**src/rtl/ctrl_pkg.sv**
```systemverilog
`default_nettype none
// ============================================================================
// Module : ctrl_pkg
// Brief  : Shared encodings for the multicycle controller.
// Rev    : 1.0
// ============================================================================
package ctrl_pkg;

    localparam logic [5:0] c_op_r    = 6'b111111;
    localparam logic [5:0] c_op_addi = 6'b110111;
    localparam logic [5:0] c_op_lw   = 6'b100001;
    localparam logic [5:0] c_op_sw   = 6'b100011;
    localparam logic [5:0] c_op_beq  = 6'b111011;
    localparam logic [5:0] c_op_bne  = 6'b100101;
    localparam logic [5:0] c_op_j    = 6'b100010;
    localparam logic [5:0] c_op_jal  = 6'b100111;

    localparam logic [3:0] c_st_fetch  = 4'd0;
    localparam logic [3:0] c_st_decode = 4'd1;
    localparam logic [3:0] c_st_exec_r = 4'd2;
    localparam logic [3:0] c_st_exec_i = 4'd3;
    localparam logic [3:0] c_st_addr   = 4'd4;
    localparam logic [3:0] c_st_mem_rd = 4'd5;
    localparam logic [3:0] c_st_mem_wr = 4'd6;
    localparam logic [3:0] c_st_wb_r   = 4'd7;
    localparam logic [3:0] c_st_wb_i   = 4'd8;
    localparam logic [3:0] c_st_wb_mem = 4'd9;
    localparam logic [3:0] c_st_branch = 4'd10;
    localparam logic [3:0] c_st_jump   = 4'd11;
    localparam logic [3:0] c_st_jal    = 4'd12;
    localparam logic [3:0] c_st_trap   = 4'd13;

    localparam logic [2:0] c_alu_add  = 3'b000;
    localparam logic [2:0] c_alu_beq  = 3'b001;
    localparam logic [2:0] c_alu_func = 3'b010;
    localparam logic [2:0] c_alu_addi = 3'b100;
    localparam logic [2:0] c_alu_bne  = 3'b110;

    localparam logic [1:0] c_pc_seq    = 2'b00;
    localparam logic [1:0] c_pc_branch = 2'b01;
    localparam logic [1:0] c_pc_jump   = 2'b10;

    localparam logic [1:0] c_srcb_reg  = 2'b00;
    localparam logic [1:0] c_srcb_four = 2'b01;
    localparam logic [1:0] c_srcb_imm  = 2'b10;
    localparam logic [1:0] c_srcb_imms = 2'b11;

    localparam logic [1:0] c_dst_rt = 2'b00;
    localparam logic [1:0] c_dst_rd = 2'b01;
    localparam logic [1:0] c_dst_ra = 2'b10;

    localparam logic [1:0] c_wb_alu = 2'b00;
    localparam logic [1:0] c_wb_mem = 2'b01;
    localparam logic [1:0] c_wb_pc  = 2'b10;

    typedef enum logic [3:0] {
        CLS_R, CLS_ADDI, CLS_LW, CLS_SW, CLS_BEQ, CLS_BNE, CLS_J, CLS_JAL, CLS_ILLEGAL
    } op_class_t;

    typedef struct packed {
        logic       mem_read;
        logic       mem_write;
        logic       iord;
        logic       ir_write;
        logic       pc_write;
        logic       reg_write;
        logic       alu_src_a;
        logic [1:0] pc_src;
        logic [1:0] alu_src_b;
        logic [1:0] reg_dst;
        logic [1:0] mem_to_reg;
        logic [2:0] alu_op;
        logic       illegal;
    } ctrl_word_t;

endpackage
`default_nettype wire

```
**src/rtl/mc_op_class.sv**
```systemverilog
`default_nettype none
// ============================================================================
// Module : mc_op_class
// Brief  : Combinational opcode to instruction-class decoder.
// Rev    : 1.0
// ============================================================================
module mc_op_class
    import ctrl_pkg::*;
(
    input  logic [5:0] opcode,
    output op_class_t  op_class
);

    always_comb begin
        op_class = CLS_ILLEGAL;
        case (opcode)
            c_op_r:    op_class = CLS_R;
            c_op_addi: op_class = CLS_ADDI;
            c_op_lw:   op_class = CLS_LW;
            c_op_sw:   op_class = CLS_SW;
            c_op_beq:  op_class = CLS_BEQ;
            c_op_bne:  op_class = CLS_BNE;
            c_op_j:    op_class = CLS_J;
            c_op_jal:  op_class = CLS_JAL;
            default:   op_class = CLS_ILLEGAL;
        endcase
    end

endmodule
`default_nettype wire

```
**src/rtl/multicycle_ctrl.sv**
```systemverilog
`default_nettype none
// ============================================================================
// Module : multicycle_ctrl
// Brief  : Multicycle CPU control FSM with retired-instruction counter.
// Rev    : 1.0
// ============================================================================
module multicycle_ctrl
    import ctrl_pkg::*;
(
    input  logic        clk_i,
    input  logic        rst_i,
    input  logic [5:0]  instr_op_i,
    input  logic        zero_i,
    input  logic        mem_ack_i,
    output logic        mem_read_o,
    output logic        mem_write_o,
    output logic        IorD_o,
    output logic        IR_write_o,
    output logic        PC_write_o,
    output logic        RegWrite_o,
    output logic        ALUSrcA_o,
    output logic [1:0]  PC_src_o,
    output logic [1:0]  ALUSrcB_o,
    output logic [1:0]  RegDst_o,
    output logic [1:0]  MemtoReg_o,
    output logic [2:0]  ALUOp_o,
    output logic [3:0]  state_o,
    output logic        illegal_o,
    output logic [15:0] retire_cnt_o
);

    logic [3:0]  r_state;
    logic [3:0]  w_next_state;
    logic [5:0]  r_opcode;
    logic [15:0] r_retire_cnt;
    logic        w_retire;
    op_class_t   w_dec_class;
    op_class_t   w_lat_class;
    ctrl_word_t  w_ctl;
    ctrl_word_t  w_ctl_gated;

    // Live opcode steers DECODE; the latched copy steers ADDR and BRANCH.
    mc_op_class u_dec_class (.opcode(instr_op_i), .op_class(w_dec_class));
    mc_op_class u_lat_class (.opcode(r_opcode),   .op_class(w_lat_class));

    always_ff @(posedge clk_i) begin
        if (!rst_i) begin
            r_state <= c_st_fetch;
        end else begin
            r_state <= w_next_state;
        end
    end

    always_ff @(posedge clk_i) begin
        if (!rst_i) begin
            r_opcode     <= '0;
            r_retire_cnt <= '0;
        end else begin
            if (r_state == c_st_decode) r_opcode <= instr_op_i;
            if (w_retire) r_retire_cnt <= r_retire_cnt + 16'd1;
        end
    end

    always_comb begin
        w_next_state = r_state;
        case (r_state)
            c_st_fetch:  if (mem_ack_i) w_next_state = c_st_decode;
            c_st_decode: begin
                case (w_dec_class)
                    CLS_R:           w_next_state = c_st_exec_r;
                    CLS_ADDI:        w_next_state = c_st_exec_i;
                    CLS_LW, CLS_SW:  w_next_state = c_st_addr;
                    CLS_BEQ, CLS_BNE: w_next_state = c_st_branch;
                    CLS_J:           w_next_state = c_st_jump;
                    CLS_JAL:         w_next_state = c_st_jal;
                    default:         w_next_state = c_st_trap;
                endcase
            end
            c_st_exec_r: w_next_state = c_st_wb_r;
            c_st_exec_i: w_next_state = c_st_wb_i;
            c_st_addr:   w_next_state = (w_lat_class == CLS_SW) ? c_st_mem_wr : c_st_mem_rd;
            c_st_mem_rd: if (mem_ack_i) w_next_state = c_st_wb_mem;
            c_st_mem_wr: if (mem_ack_i) w_next_state = c_st_fetch;
            c_st_wb_r, c_st_wb_i, c_st_wb_mem,
            c_st_branch, c_st_jump, c_st_jal: w_next_state = c_st_fetch;
            c_st_trap:   w_next_state = c_st_trap;
            default:     w_next_state = c_st_fetch;
        endcase
    end

    assign w_retire = (w_next_state == c_st_fetch) &&
                      (r_state inside {c_st_wb_r, c_st_wb_i, c_st_wb_mem, c_st_mem_wr,
                                       c_st_branch, c_st_jump, c_st_jal});

    always_comb begin
        w_ctl = '0;
        case (r_state)
            c_st_fetch: begin
                w_ctl.mem_read = 1'b1;
                if (mem_ack_i) begin
                    w_ctl.ir_write  = 1'b1;
                    w_ctl.pc_write  = 1'b1;
                    w_ctl.pc_src    = c_pc_seq;
                    w_ctl.alu_src_b = c_srcb_four;
                    w_ctl.alu_op    = c_alu_add;
                end
            end
            c_st_decode: begin
                w_ctl.alu_src_b = c_srcb_imms;
                w_ctl.alu_op    = c_alu_add;
            end
            c_st_exec_r: begin
                w_ctl.alu_src_a = 1'b1;
                w_ctl.alu_src_b = c_srcb_reg;
                w_ctl.alu_op    = c_alu_func;
            end
            c_st_exec_i: begin
                w_ctl.alu_src_a = 1'b1;
                w_ctl.alu_src_b = c_srcb_imm;
                w_ctl.alu_op    = c_alu_addi;
            end
            c_st_addr: begin
                w_ctl.alu_src_a = 1'b1;
                w_ctl.alu_src_b = c_srcb_imm;
                w_ctl.alu_op    = c_alu_add;
            end
            c_st_mem_rd: begin
                w_ctl.iord     = 1'b1;
                w_ctl.mem_read = 1'b1;
            end
            c_st_mem_wr: begin
                w_ctl.iord      = 1'b1;
                w_ctl.mem_write = 1'b1;
            end
            c_st_wb_r: begin
                w_ctl.reg_write  = 1'b1;
                w_ctl.reg_dst    = c_dst_rd;
                w_ctl.mem_to_reg = c_wb_alu;
            end
            c_st_wb_i: begin
                w_ctl.reg_write  = 1'b1;
                w_ctl.reg_dst    = c_dst_rt;
                w_ctl.mem_to_reg = c_wb_alu;
            end
            c_st_wb_mem: begin
                w_ctl.reg_write  = 1'b1;
                w_ctl.reg_dst    = c_dst_rt;
                w_ctl.mem_to_reg = c_wb_mem;
            end
            c_st_branch: begin
                w_ctl.alu_src_a = 1'b1;
                w_ctl.alu_src_b = c_srcb_reg;
                w_ctl.pc_src    = c_pc_branch;
                if (w_lat_class == CLS_BNE) begin
                    w_ctl.alu_op   = c_alu_bne;
                    w_ctl.pc_write = !zero_i;
                end else begin
                    w_ctl.alu_op   = c_alu_beq;
                    w_ctl.pc_write = zero_i;
                end
            end
            c_st_jump: begin
                w_ctl.pc_src   = c_pc_jump;
                w_ctl.pc_write = 1'b1;
            end
            c_st_jal: begin
                w_ctl.pc_src     = c_pc_jump;
                w_ctl.pc_write   = 1'b1;
                w_ctl.reg_write  = 1'b1;
                w_ctl.reg_dst    = c_dst_ra;
                w_ctl.mem_to_reg = c_wb_pc;
            end
            c_st_trap:   w_ctl.illegal = 1'b1;
            default:     w_ctl = '0;
        endcase
    end

    // Holding reset silences every strobe, including the FETCH read request.
    assign w_ctl_gated  = rst_i ? w_ctl : '0;

    assign mem_read_o   = w_ctl_gated.mem_read;
    assign mem_write_o  = w_ctl_gated.mem_write;
    assign IorD_o       = w_ctl_gated.iord;
    assign IR_write_o   = w_ctl_gated.ir_write;
    assign PC_write_o   = w_ctl_gated.pc_write;
    assign RegWrite_o   = w_ctl_gated.reg_write;
    assign ALUSrcA_o    = w_ctl_gated.alu_src_a;
    assign PC_src_o     = w_ctl_gated.pc_src;
    assign ALUSrcB_o    = w_ctl_gated.alu_src_b;
    assign RegDst_o     = w_ctl_gated.reg_dst;
    assign MemtoReg_o   = w_ctl_gated.mem_to_reg;
    assign ALUOp_o      = w_ctl_gated.alu_op;
    assign illegal_o    = w_ctl_gated.illegal;
    assign state_o      = r_state;
    assign retire_cnt_o = r_retire_cnt;

endmodule
`default_nettype wire

```
**config.mk**
```make
export PLATFORM = sky130hd
export DESIGN_NAME = multicycle_ctrl
export DESIGN_NICKNAME = d
export VERILOG_FILES = /design/src/rtl/ctrl_pkg.sv /design/src/rtl/mc_op_class.sv /design/src/rtl/multicycle_ctrl.sv
export SDC_FILE = /design/constraint.sdc
export NUM_CORES = 1
export LEC_CHECK = 0
export CAP_MARGIN = 20
export CORE_MARGIN = 2
export CORE_UTILIZATION = 38
export CTS_BUF_LIST = sky130_fd_sc_hd__clkbuf_8
export CTS_CLUSTER_DIAMETER = 40
export CTS_CLUSTER_SIZE = 10
export DETAILED_ROUTE_END_ITERATION = 16
export PLACE_DENSITY = 0.65
export SLEW_MARGIN = 10
export SYNTH_ARGS = -nofsm -noshare
export SYNTH_HDL_FRONTEND = slang
export SYNTH_SLANG_ARGS = --single-unit
```
**constraint.sdc**
```tcl
create_clock -name clk_i -period 2.6 [get_ports clk_i]
set_clock_uncertainty 0.1 [all_clocks]
set_input_delay 0.52 -clock clk_i [delete_from_list [all_inputs] [get_ports clk_i]]
set_output_delay 0.52 -clock clk_i [all_outputs]
set_load 0.01 [all_outputs]
```
==> flow_summary_export.csv, run 1 <==
group,metric,value,unit
sta,fin_setup_tns,0,ns
logic_synthesis,synth_area,1663,µm²
logic_synthesis,synthCells,216,
sta,worst_slew_pin_slew,0.6682,ns
sta,slew_headroom,55.41,%
logic_synthesis,synth_edf_count,0,
flow_run,drv_cap,0,
critical_path,cpPeakStageDelay,0.44,ns
route,antenna_left,0,
global_routing,grt_pass1_wl,7631,µm
hold_path,hold_class,"reg -> reg",
cts,tritoncts,"done",
placement,placed_area,2283,µm²
route,drt_wl_total,4361,µm
pwr,powerDensity,603.6,nW/µm²
pwr,internal_power,886.3,µW
sta,period_needed,2.511,ns
cts,cts_buffer_depth,2,
logic_synthesis,seq_area_frac_synth,31.30,%
global_routing,first_global_vias,1643,
cts,clk_latency,0.26,ns
final_layout,layout.cells.non_filler,326,
critical_path,crit_type,"reg -> out",
floorplan,die_h,70.15,µm
placement,routabilityCongestion,0.7961,
sta,fmax,398.2,MHz
logic_synthesis,async_reset_ff_share,0,%
critical_path,path_buf_inv,2,
floorplan,num_rows,24,
placement,portBuffers,48,
critical_path,cp_slowest_cell,"or3b_4",
final_layout,syn2layout_area_growth,42.74,%
critical_path,path_cells,"nand4bb_4 > or3b_4 > buf_6 > a2111oi_4 > buf_2",
route,drc_errors,0,
logic_synthesis,ys_ff_latch,26,
logic_synthesis,syn_avg_cell_area,7.698,µm²
sta,rsz0062_at_grt,"no",
pwr,p_sw_share,38.14,%
pwr,leakage,0.9381,nW
global_routing,antenna_found_initial,0,
sta,setup_viol,0,
logic_synthesis,yosysTopAreaCell,"dfxtp_1",
placement,dp_hpwl,3271,µm
sta,maxSlewViolCount,0,
logic_synthesis,ys_top_cells_by_count,"nand2_1, dfxtp_1, a21oi_1",
floorplan,fp.dieW,70.15,µm
global_routing,grt-ovfl-total,0,
logic_synthesis,yosysWarnings,0,
floorplan,ioPinCount,49,
logic_synthesis,yosys.area.top_type_share,31.30,%
sta,timing.hold.ws,0.3672,ns
placement,dp_cells,321,
sta,hold_viol,0,
cts,ctsRootBufferMaster,"clkbuf_8",
critical_path,required,1.98,ns
final_layout,stdcell_area,2374,µm²
final_layout,antennaDiodeCount,0,
logic_synthesis,ys_types,51,
cts,numClockSinks,26,
critical_path,cp_top_family,"simple AND/OR/NAND/NOR gates",
floorplan,initial_core_util,38.72,%
final_layout,drive_above_1_share,13.50,%
floorplan,core_area,4294,µm²
route,wl_per_cell,13.38,µm
critical_path,crit_fanout,3,
critical_path,crit_path_end_kind,"output port",
pwr,vdd_ir_drop_max,0.3511,mV
status,outcome,"complete, no violations",
pwr,pwr-share-comb,45.4,%
sta,fin_crit_sh,96.59,%
final_layout,nets,286,
route,drt-initial-drc-count,106,
critical_path,start_kind,"register",
global_routing,grt_max_degree,18,
pwr,p_sw,546.4,µW
route,via_per_inst,5.451,
logic_synthesis,synth_most_common_cell,"nand2_1",
global_routing,grt_use_total,18.46,%
cts,cts_made_buffers,3,
pwr,p_seq_share,36.8,%
critical_path,arrival,1.89,ns
floorplan,dieArea,4921,µm²
pwr,clock_power_share,17.8,%
route,vias,1777,
cts,clk_pin_slew_worst_paths,0.08,ns
logic_synthesis,yosys-top-cells-area,"dfxtp_1, nand2_1, a21oi_1",
logic_synthesis,synth_nets,227,
route,first_pass_iters,4,
logic_synthesis,synth_flop_cell,"dfxtp_1",
cts,htreeDepth,1,
==> flip-flops by register name (all words and copies together) (netlist names) <==
| name | cells |
|---|---|
| retire_cnt_o | 16 |
| state_o | 4 |
| r_opcode | 6 |
==> cell usage in the layout (no fill, tap or decap), types with 2 or more instances in the layout <==
cell type	n
a21oi_1	21
a2bb2oi_1	2
a31oi_1	2
and3_1	2
and4_1	4
buf_4	19
clkbuf_8	4
clkdlybuf4s50_1	29
dfxtp_1	25
dlygate4sd2_1	13
dlymetal6s2s_1	4
inv_1	4
mux2i_1	2
nand2_1	33
nand2b_1	10
nand3_1	10
nand3b_1	2
nor2_1	11
nor2b_1	3
nor3_1	3
nor3_2	3
nor3b_1	2
nor4_1	2
o211ai_1	6
o21ai_0	7
o21ai_1	2
o31a_1	3
o31ai_1	9
o41ai_1	2
or3_1	5
or4_1	4
xor2_1	2
==> timing repair <==
item / CTS / global route
endpoints found under the setup margin: 16 / 6
pin swaps: 2 / 1
hold buffers: 0 / 0
hold endpoints to repair: 0 / 0
resized for setup: 21 / 9
buffers inserted: 1 / 0
==> kinds of logic after synthesis <==
group / after synthesis / synth area share [%]
buf+inv: 19 / 5.191
flops: 26 / 31.30
simple gates: 103 / 34.99
fa+ha+maj: 1 / 0.7523
mux: 2 / 1.204
compound gates: 63 / 25.51
xor+xnor: 2 / 1.054
==> through the flow <==
step | utilization [%] | total power [mW] | setup WS, ns
2_1_floorplan | - | 0.9142 | 0.4983
3_3_place_gp | 53.18 | 1.191 | -0.1373
6_report | 55.27 | 1.433 | 0.08878
3_5_place_dp | 53.18 | 1.195 | -0.1457
5_1_grt | 55.27 | 1.544 | 0.001501
4_1_cts | 54.37 | 1.433 | 0.01700
==> power by group through the flow <==
stage | registers (mW) | clock network [mW] | logic [mW]
2_1_floorplan | 0.498 | 0 | 0.416
6_report | 0.527 | 0.255 | 0.650
4_1_cts | 0.520 | 0.267 | 0.646
3_5_place_dp | 0.529 | 0 | 0.666
3_3_place_gp | 0.527 | 0 | 0.664
5_1_grt | 0.537 | 0.285 | 0.723
==> path summary, 6_finish.rpt <==
check	startpoint	end	slack, ns	depth (start not counted)
min reg2reg	r_opcode[3]$_SDFFE_PN0P_	r_opcode[3]$_SDFFE_PN0P_	0.37	2
max reg2reg	state_o[3]$_SDFF_PN0_	retire_cnt_o[13]$_SDFFE_PN0P_	0.52	5
max	r_opcode[3]$_SDFFE_PN0P_	ALUOp_o[1]	0.09	5
min	r_opcode[3]$_SDFFE_PN0P_	r_opcode[3]$_SDFFE_PN0P_	0.37	2
==> routing by layer <==
layer / track usage [%] / part of all wire [%] / wire (µm) / vias to the layer above
met4: 3.205 / 0.80 / 35 / 0
met5: 0 / 0 / 0 / -
met3: 3.030 / 3.7 / 162 / 2
met1: 26.40 / 49 / 2124 / 817
li1: - / - / - / 918
met2: 29.63 / 47 / 2038 / 40
==> worst register-to-register path, cell delays in order (launching register included) <==
cell and delay, ns:
dfxtp_1 0.62, buf_4 0.26, nand3b_1 0.16, a2bb2oi_2 0.54, nor4_1 0.13, o21a_1 0.19
==> final cells by class <==
| class | instances | area (µm²) |
|---|---|---|
| Inverter | 5 | 18.77 |
| Timing Repair Buffer | 68 | 618.1 |
| Multi-Input combinational cell | 171 | 1095 |
| Clock buffer | 4 | 55.05 |
| Tap cell | 52 | 65.06 |
| Sequential cell | 26 | 521.8 |
| Fill cell | 428 | 1921 |
Power figures use the tool's default switching activity.
==> run 2, diff against run 1 <==
--- a/config.mk
+++ b/config.mk
@@ -12,6 +12,7 @@
 export CTS_CLUSTER_DIAMETER = 40
 export CTS_CLUSTER_SIZE = 10
 export DETAILED_ROUTE_END_ITERATION = 16
+export GPL_ROUTABILITY_DRIVEN = 0
 export PLACE_DENSITY = 0.65
 export SLEW_MARGIN = 10
 export SYNTH_ARGS = -nofsm -noshare
==> results of run 2 <==
Final layout, timing and power as in run 1 (identical DEF).
==> run 3, diff against run 2 <==
--- a/config.mk
+++ b/config.mk
@@ -13,7 +13,7 @@
 export CTS_CLUSTER_SIZE = 10
 export DETAILED_ROUTE_END_ITERATION = 16
 export GPL_ROUTABILITY_DRIVEN = 0
-export PLACE_DENSITY = 0.65
+export PLACE_DENSITY = 0.67
 export SLEW_MARGIN = 10
 export SYNTH_ARGS = -nofsm -noshare
 export SYNTH_HDL_FRONTEND = slang
==> run 3 against run 2 <==
Clock power up 3%. Critical path depth unchanged. Design area up 0.21%. Critical path type is now in -> out. Critical endpoint is now RegDst_o[0]. Largest cell class unchanged. Largest power group unchanged. Highest routed layer unchanged.
==> flow_summary_export.csv, run 3 (synthesis gave the netlist of run 1 again) <==
group,metric,value,unit
status,outcome,"complete, no violations",
critical_path,arrival,1.90,ns
route,vias,1814,
critical_path,start_kind,"input port",
route,highest_layer,"met4",
cts,cts_made_buffers,3,
route,via_per_inst,5.530,
sta,setup_viol,0,
pwr,p_sw_share,38.34,%
cts,tritoncts,"done",
placement,dp_hpwl,3265,µm
sta,worst_slew_pin_slew,0.7575,ns
sta,fin_crit_sh,96.74,%
final_layout,fin_util,55.39,%
sta,slew_headroom,49.45,%
cts,clk_latency,0.27,ns
route,wl_per_cell,13.68,µm
final_layout,stdcell_area,2379,µm²
pwr,pwr-share-comb,45.5,%
final_layout,final_cell_mix,"nand2_1, clkdlybuf4s50_1, dfxtp_1, buf_4, a21oi_1",
sta,hold_viol,0,
pwr,internal_power,895.6,µW
critical_path,cp_common_cell,"clkdlybuf4s50_1",
pwr,total_power,1.452,mW
global_routing,grt-ovfl-total,0,
sta,rsz0062_at_grt,"no",
route,met1Wirelength,2214,µm
cts,numClockSinks,26,
pwr,vdd_ir_drop_max,0.3733,mV
global_routing,antenna_found_initial,0,
final_layout,syn2layout_area_growth,43.04,%
placement,dp_slack,-0.1123,ns
route,drt_wl_total,4487,µm
floorplan,fp.dieW,70.15,µm
sta,fmax,397.6,MHz
placement,portBuffers,48,
route,met3_length,136,µm
floorplan,core_area,4294,µm²
final_layout,drive_above_1_share,14.13,%
critical_path,crit_type,"in -> out",
route,first_pass_iters,4,
hold_path,hold_class,"reg -> reg",
final_layout,layout_commonest_cell,"nand2_1",
final_layout,largest_register_ffs,16,
critical_path,crit_path_end_kind,"output port",
critical_path,cp_slowest_cell,"clkdlybuf4s50_1",
critical_path,path_cells,"clkdlybuf4s50_1 > buf_4 > nand3_1 > nor2_1 > clkdlybuf4s50_1",
pwr,p_seq_share,36.4,%
global_routing,grt_pass1_wl,7396,µm
global_routing,first_global_vias,1621,
route,drt-initial-drc-count,85,
critical_path,cpPeakStageDelay,0.53,ns
route,drc_errors,0,
sta,setup_ws,0.08465,ns
route,antenna_left,0,
critical_path,required,1.98,ns
sta,period_needed,2.515,ns
cts,ctsRootBufferMaster,"clkbuf_8",
cts,htreeDepth,1,
floorplan,num_rows,24,
floorplan,die_h,70.15,µm
final_layout,n_fill_cell,418,
final_layout,nets,288,
placement,placed_area,2306,µm²
floorplan,dieArea,4921,µm²
flow_run,drv_cap,0,
critical_path,crit_fanout,8,
sta,maxSlewViolCount,0,
global_routing,grt_use_total,18.25,%
pwr,clock_power_share,18.1,%
critical_path,r2r_setup_slack,0.40,ns
global_routing,grt_max_degree,19,
cts,clk_pin_slew_worst_paths,0.09,ns
floorplan,ioPinCount,49,
cts,cts_buffer_depth,2,
pwr,powerDensity,610.7,nW/µm²
floorplan,initial_core_util,38.72,%
pwr,p_sw,556.8,µW
route,met2_length,2079,µm
cts,cts_setup_buffers,0,
pwr,leakage,0.9460,nW
final_layout,antennaDiodeCount,0,
[run 3: area by class of cell]
cell class                 count  area [µm²]  area share [%]
multi-input combinational    171        1082           45.50
tap                           52       65.06           2.735
sequential                    26       521.8           21.94
timing repair buffer          70       635.6           26.72
inverter                       5       18.77          0.7891
clock buffer                   4       55.05           2.315
[run 3: per-stage QoR]
step                hold slack [ns]  setup TNS (ns)  instances
detailed placement           0.3510         -0.7420        324
finish                       0.3692               0        328
floorplan                    0.3318               0        216
global placement             0.3451         -0.6890        324
CTS                          0.3634        -0.04057        328
global route                 0.4124               0        328
[run 3: metal layers]
metal / global-route usage, % / vias up
li1: - / 928
met1: 25.09 / 842
met2: 29.31 / 38
met3: 3.608 / 6
met4: 4.701 / 0
met5: 0 / -
[run 3: path summary, 6_finish.rpt]
path	cells after the start	endpoint	start
worst max register to register	6	retire_cnt_o[13]$_SDFFE_PN0P_	state_o[3]$_SDFF_PN0_
worst max-delay path	5	RegDst_o[0]	rst_i
worst min register to register	2	r_opcode[3]$_SDFFE_PN0P_	r_opcode[3]$_SDFFE_PN0P_
worst min-delay path	2	r_opcode[3]$_SDFFE_PN0P_	r_opcode[3]$_SDFFE_PN0P_
[run 3: power groups by stage]
stage               clock (mW)  combinational (mW)  sequential, mW
CTS                      0.271               0.659           0.522
finish                   0.263               0.661           0.529
global route             0.290               0.725           0.539
floorplan                    0               0.416           0.498
detailed placement           0               0.675           0.530
global placement             0               0.673           0.530
[run 3: what timing repair did]
action | 4_1_cts | 5_1_grt
resized for setup | 14 | 12
pin swaps | 1 | 3
setup endpoints to repair | 14 | 8
hold buffers | 0 | 0
[run 3: worst max-delay path: cells and delay by family]
| family | cells | cell delay (ns) |
|---|---|---|
| AND/OR/NAND/NOR | 2 | 0.24 |
| buffers and inverters | 3 | 1.13 |
